[config.mk]
export PLATFORM = sky130hd
export DESIGN_NAME = i2c_scl_stretch_gen
export DESIGN_NICKNAME = d
export VERILOG_FILES = /design/src/rtl/i2c_pkg.sv /design/src/rtl/i2c_stretch_timer.sv /design/src/rtl/i2c_scl_stretch_gen.sv
export SDC_FILE = /design/constraint.sdc
export NUM_CORES = 1
export LEC_CHECK = 0
export ABC_CLOCK_PERIOD_IN_PS = 6040
export CAP_MARGIN = 5
export CORE_MARGIN = 2
export CORE_UTILIZATION = 62
export CTS_CLUSTER_DIAMETER = 150
export CTS_CLUSTER_SIZE = 24
export DETAILED_ROUTE_END_ITERATION = 6
export PLACE_DENSITY = 0.83
export SLEW_MARGIN = 10
export SYNTH_ARGS = -nofsm -noshare
export SYNTH_HDL_FRONTEND = slang
export SYNTH_SLANG_ARGS = --single-unit
[constraint.sdc]
create_clock -name clk -period 6.04 [get_ports clk]
set_input_delay 1.208 -clock clk [delete_from_list [all_inputs] [get_ports clk]]
set_output_delay 1.208 -clock clk [all_outputs]
set_load 0.05 [all_outputs]
[src/rtl/i2c_pkg.sv]
// Shared types and default constants for the I2C SCL/data-phase generator.
package i2c_pkg;

  typedef enum logic [1:0] {
    PH_LOW_A  = 2'd0,
    PH_LOW_B  = 2'd1,
    PH_HIGH_A = 2'd2,
    PH_HIGH_B = 2'd3
  } phase_t;

  localparam int unsigned DEF_DIVIDER = 5000;
  localparam int unsigned DEF_CBITS   = 15;
  localparam int unsigned DEF_TIMEOUT = 65535;
  localparam int unsigned DEF_TBITS   = 16;

endpackage

[src/rtl/i2c_stretch_timer.sv]
// Bounds a slave clock stretch: after TIMEOUT consecutive hold cycles it forces
// SCL release for the rest of HIGH_A and raises a sticky timeout flag.
module i2c_stretch_timer
  import i2c_pkg::*;
#(
  parameter int unsigned TIMEOUT = DEF_TIMEOUT,
  parameter int unsigned TBITS   = DEF_TBITS
) (
  input  logic clk,
  input  logic rst,
  input  logic hold,
  input  logic phase_is_high_a,
  output logic force_rel,
  output logic timeout
);

  localparam logic [TBITS-1:0] TIMER_LAST = TBITS'(TIMEOUT - 1);

  logic [TBITS-1:0] timer;

  // force_rel masks hold, so the timer is cleared on the cycle after it fires
  always_ff @(posedge clk) begin
    if (rst) begin
      timer     <= '0;
      force_rel <= 1'b0;
      timeout   <= 1'b0;
    end else begin
      if (hold) begin
        timer <= timer + TBITS'(1);
        if (timer == TIMER_LAST) begin
          force_rel <= 1'b1;
          timeout   <= 1'b1;
        end
      end else begin
        timer <= '0;
      end
      if (!phase_is_high_a) force_rel <= 1'b0;
    end
  end

endmodule

[src/rtl/i2c_scl_stretch_gen.sv]
// I2C master SCL quarter-phase generator with slave clock-stretch support.
// Optional stretch timeout enabled by defining I2C_STRETCH_TIMEOUT_EN.
module i2c_scl_stretch_gen
  import i2c_pkg::*;
#(
  parameter int unsigned DIVIDER = DEF_DIVIDER,
  parameter int unsigned CBITS   = DEF_CBITS,
  parameter int unsigned TIMEOUT = DEF_TIMEOUT,
  parameter int unsigned TBITS   = DEF_TBITS
) (
  input  logic       clk,
  input  logic       rst,
  input  logic       ena,
  input  logic       scl_in,
  output logic       scl_oe,
  output logic       data_clk,
  output logic [1:0] phase,
  output logic       switch_range,
  output logic       stretching,
  output logic       timeout
);

  localparam logic [CBITS-1:0] CNT_LAST = CBITS'(4 * DIVIDER - 1);
  localparam logic [CBITS-1:0] Q1_START = CBITS'(DIVIDER);
  localparam logic [CBITS-1:0] Q2_START = CBITS'(2 * DIVIDER);
  localparam logic [CBITS-1:0] Q3_START = CBITS'(3 * DIVIDER);

  logic             scl_meta;
  logic             scl_s;
  logic [CBITS-1:0] cnt;
  logic [CBITS-1:0] cnt_nxt;
  phase_t           phase_nxt;
  logic             hold;
  logic             force_rel;
  logic             phase_is_high_a;

  assign phase_is_high_a = (phase == PH_HIGH_A);

  // A slave may only stretch once the master has released SCL (HIGH_A)
  assign hold = phase_is_high_a && ena && !scl_s && !force_rel;

  // Next count and its quarter decode
  always_comb begin
    cnt_nxt   = cnt;
    phase_nxt = PH_LOW_A;
    if (!hold) begin
      cnt_nxt = (cnt == CNT_LAST) ? '0 : cnt + CBITS'(1);
    end
    if (cnt_nxt < Q1_START)      phase_nxt = PH_LOW_A;
    else if (cnt_nxt < Q2_START) phase_nxt = PH_LOW_B;
    else if (cnt_nxt < Q3_START) phase_nxt = PH_HIGH_A;
    else                         phase_nxt = PH_HIGH_B;
  end

  always_ff @(posedge clk) begin
    if (rst) begin
      scl_meta     <= 1'b1;
      scl_s        <= 1'b1;
      cnt          <= '0;
      phase        <= 2'(PH_LOW_A);
      data_clk     <= 1'b0;
      scl_oe       <= 1'b0;
      switch_range <= 1'b0;
      stretching   <= 1'b0;
    end else begin
      scl_meta     <= scl_in;
      scl_s        <= scl_meta;
      cnt          <= cnt_nxt;
      phase        <= 2'(phase_nxt);
      data_clk     <= (phase_nxt == PH_LOW_B) || (phase_nxt == PH_HIGH_A);
      scl_oe       <= ena && ((phase_nxt == PH_LOW_A) || (phase_nxt == PH_LOW_B));
      switch_range <= (phase_nxt == PH_HIGH_A);
      stretching   <= hold;
    end
  end

`ifdef I2C_STRETCH_TIMEOUT_EN
  i2c_stretch_timer #(
    .TIMEOUT (TIMEOUT),
    .TBITS   (TBITS)
  ) u_timer (
    .clk             (clk),
    .rst             (rst),
    .hold            (hold),
    .phase_is_high_a (phase_is_high_a),
    .force_rel       (force_rel),
    .timeout         (timeout)
  );
`else
  assign force_rel = 1'b0;
  assign timeout   = 1'b0;
`endif

endmodule

==> results_dict.tcl <==
set metrics [dict create \
    crit_path_cell_trace "clkdlybuf4s50_1, and4bb_1, nor3_1, a31o_1, o221a_1, a2111oi_0, nor4_1, or2_1, ha_1, nor2_1" \
    power_frac_clock 0.295 \
    switching_power_w 0.00006450 \
    dp_hpwl_um 2516 \
    dp_slack_ns 1.801 \
    use_met2 0.4417 \
    critPathLaunch "ena" \
    overflow 0 \
    maxCapViolCount 0 \
    use_met1 0.3741 \
    synthArstFlopShare 0 \
    crit_family "simple AND/OR/NAND/NOR gates" \
    core_area_um2 2233 \
    slew_headroom 0.5532 \
    nets 186 \
    hold_buffers 0 \
    drc 0 \
    setup_ws_ns 2.163 \
    hold_path.startpoint "scl_meta" \
    end_kind "flop" \
    slowest_delay_ns 0.59 \
    reg2reg_depth 9 \
    whs_endpoint "scl_s" \
    grt_pass1_wl_um 5664 \
    tns_ns 0 \
    whs_path_depth 1 \
    num_antenna_cells 0 \
    synth_cells 180 \
    tightest_slew_ns 0.6641 \
    synth_top_area_cell "dfxtp_1" \
    cp_data_arrival_time_ns 4.14 \
    cts.repair.resized 0 \
    synth-seq-area-share 0.3095 \
    swShare 0.2556 \
    die_area_um2 2807 \
    path_buf_inv 1 \
    fin_crit_ns 3.877 \
    synth_nets 186 \
    grt_util_all_layers 0.2782 \
    p_int_w 0.0001879 \
    syn_area_per_cell_um2 8.265 \
    synth_edf_count 0 \
    dr.pass1.iters 4 \
    antenna_found_initial 0 \
    htreeDepth 1 \
    r2r_setup_slack_ns 3.04 \
    grt_max_degree 19 \
    yosysWarnings 0 \
    cts_buffers 3 \
    synth_area_um2 1488 \
    use_met3 0.03107 \
    synthTopCellsByCount "23 x dfxtp_1, 19 x nor2_1, 17 x nand2_1" \
    path_clk_slew_ns 0.13 \
    start_kind "input port" \
    post_cts_buffers 0 \
    yosysMostFrequentCell "dfxtp_1" \
    place.gp.congestion 0.9599 \
    initial_core_util 0.6661 \
    clock_insertion_delay_worst_skew_ns 0.33 \
    worstPathRequired_ns 6.31 \
    post-route-util 0.7042 \
    num_rows 17 \
    die_h_um 52.99 \
    power_density_nw_per_um2 160.5 \
    ys_ff_latch 23 \
    synth_flop_cell "dfxtp_1" \
    drt_wl_total_um 3414 \
    max_freq_ghz 0.2579 \
    cts.sinks 23 \
    grt.busiest_layer "met2" \
    dieWidth_um 52.99 \
    io_pins 11 \
    cts_tree "built" \
    synthDistinctLibCells 55 \
    port-buffer-count 9 \
    timing.rr.start "cnt[3]" \
    final_area_um2 1573 \
    clockBufferDepth 2 \
    power.total_w 0.0002524 \
    leakage_nw 0.5020 \
    comb_power_share 0.074 \
    grt_pass1_vias 1182 \
    yosysTopAreaCellShare 0.3095 \
    finalHoldViolations 0 \
    setup_viol 0 \
    clock_skew_ns 0.007900 \
    root_buffer "clkbuf_4" \
    finalMaxSlewViolations 0 \
    viasPerCell 6.362 \
    routedWlPerCell_um 16.49 \
    drt-initial-drc-count 69 \
    vias 1317 \
    synthToLayoutAreaGrowth_pct 5.719 \
    critPathMaxFanout 18 \
    drive_gt1_frac 0.08939 \
    crit_type "input port to flop" \
    synthTopCellsByArea "dfxtp_1 31%, xnor2_1 5.3%, nor2_1 4.8%" \
    ant_nets 0 \
    ir_worst_vdd_mv 0.1345 \
    hp-class "flop to flop" \
    worst_path_max_delay_cell "and4bb_1" \
    status "completed" \
    worst_r2r_endpoint "data_clk" \
    grt_setup_unrepaired "no" \
    period_share 0.6419 \
    postPlaceCellArea_um2 1545 \
    p_seq_frac 0.630 \
]
routing by layer:
| metal | wire length (um) | part of all wire |
|---|---|---|
| met1 | 1550 | 0.45 |
| met2 | 1572 | 0.46 |
| met3 | 222 | 0.065 |
| met4 | 68 | 0.020 |
| met5 | 0 | 0 |
cell usage in the layout (no fill, tap or decap), drive strengths merged, types with 4 or more instances in the layout:
cell / count
xnor2: 9
nor4: 7
a21oi: 6
dfxtp: 23
o21ai: 6
and2: 6
nand4: 4
xor2: 4
nor2b: 6
nor2: 19
clkdlybuf4s50: 9
nand3: 9
nand2: 17
worst reg2reg max path, cell delays in order, from the launching register on:
cell and delay (ns):
dfxtp_1 0.55, nand2_1 0.29, or4_1 0.60, nor2_1 0.23
a31oi_1 0.12, a2111oi_0 0.42, nor4_1 0.11, or2_1 0.24
ha_1 0.29, nor2_1 0.09
cells by family after synthesis:
logic type | synth area share
other | 0.002521
AOI/OAI and AO/OA | 0.1657
xor gates and xnor gates | 0.07654
and+or+nand+nor | 0.3431
buffers and inverters | 0.05046
adders and majority gates | 0.01682
muxes | 0.03532
DFF | 0.3095
per-stage QoR:
step / instances / hold slack, ns
floorplan: 180 / 0.3895
global placement: 203 / 0.3995
detailed placement: 203 / 0.4100
CTS: 207 / 0.4434
global route: 207 / 0.4502
finish: 207 / 0.4390
area by class of cell:
cell class	instances	area (um^2)
sequential	23	460.4
clock buffer	3	22.52
clock inverter	1	5.005
fill	187	660.6
inverter	2	7.507
tap	28	35.03
multi-input combinational	141	952.2
timing repair buffer	9	90.09
worst max path at each step:
stage | slack (ns) | depth (start not counted) | to
2_1_floorplan | 2.65 | 10 | data_clk
3_3_place_gp | 1.88 | 10 | data_clk
3_5_place_dp | 1.80 | 10 | switch_range
4_1_cts | 2.18 | 10 | data_clk
5_1_grt | 1.93 | 10 | data_clk
6_report | 2.16 | 10 | data_clk
power by group through the flow:
stage | Combinational, W | Sequential, W | Clock [W]
after CTS | 0.0000189 | 0.000159 | 0.0000758
final | 0.0000188 | 0.000159 | 0.0000745
after global routing | 0.0000205 | 0.000160 | 0.0000805
after global placement | 0.0000183 | 0.000162 | 0
after floorplan | 0.0000141 | 0.000161 | 0
after detailed placement | 0.0000188 | 0.000162 | 0
sequential cells by signal (all words and copies together) (netlist names):
register and cells:
data_clk 1, scl_oe 1, cnt 15, scl_s 1, phase 2, stretching 1, scl_meta 1, switch_range 1
No activity file was read; power rests on OpenSTA's default activity.
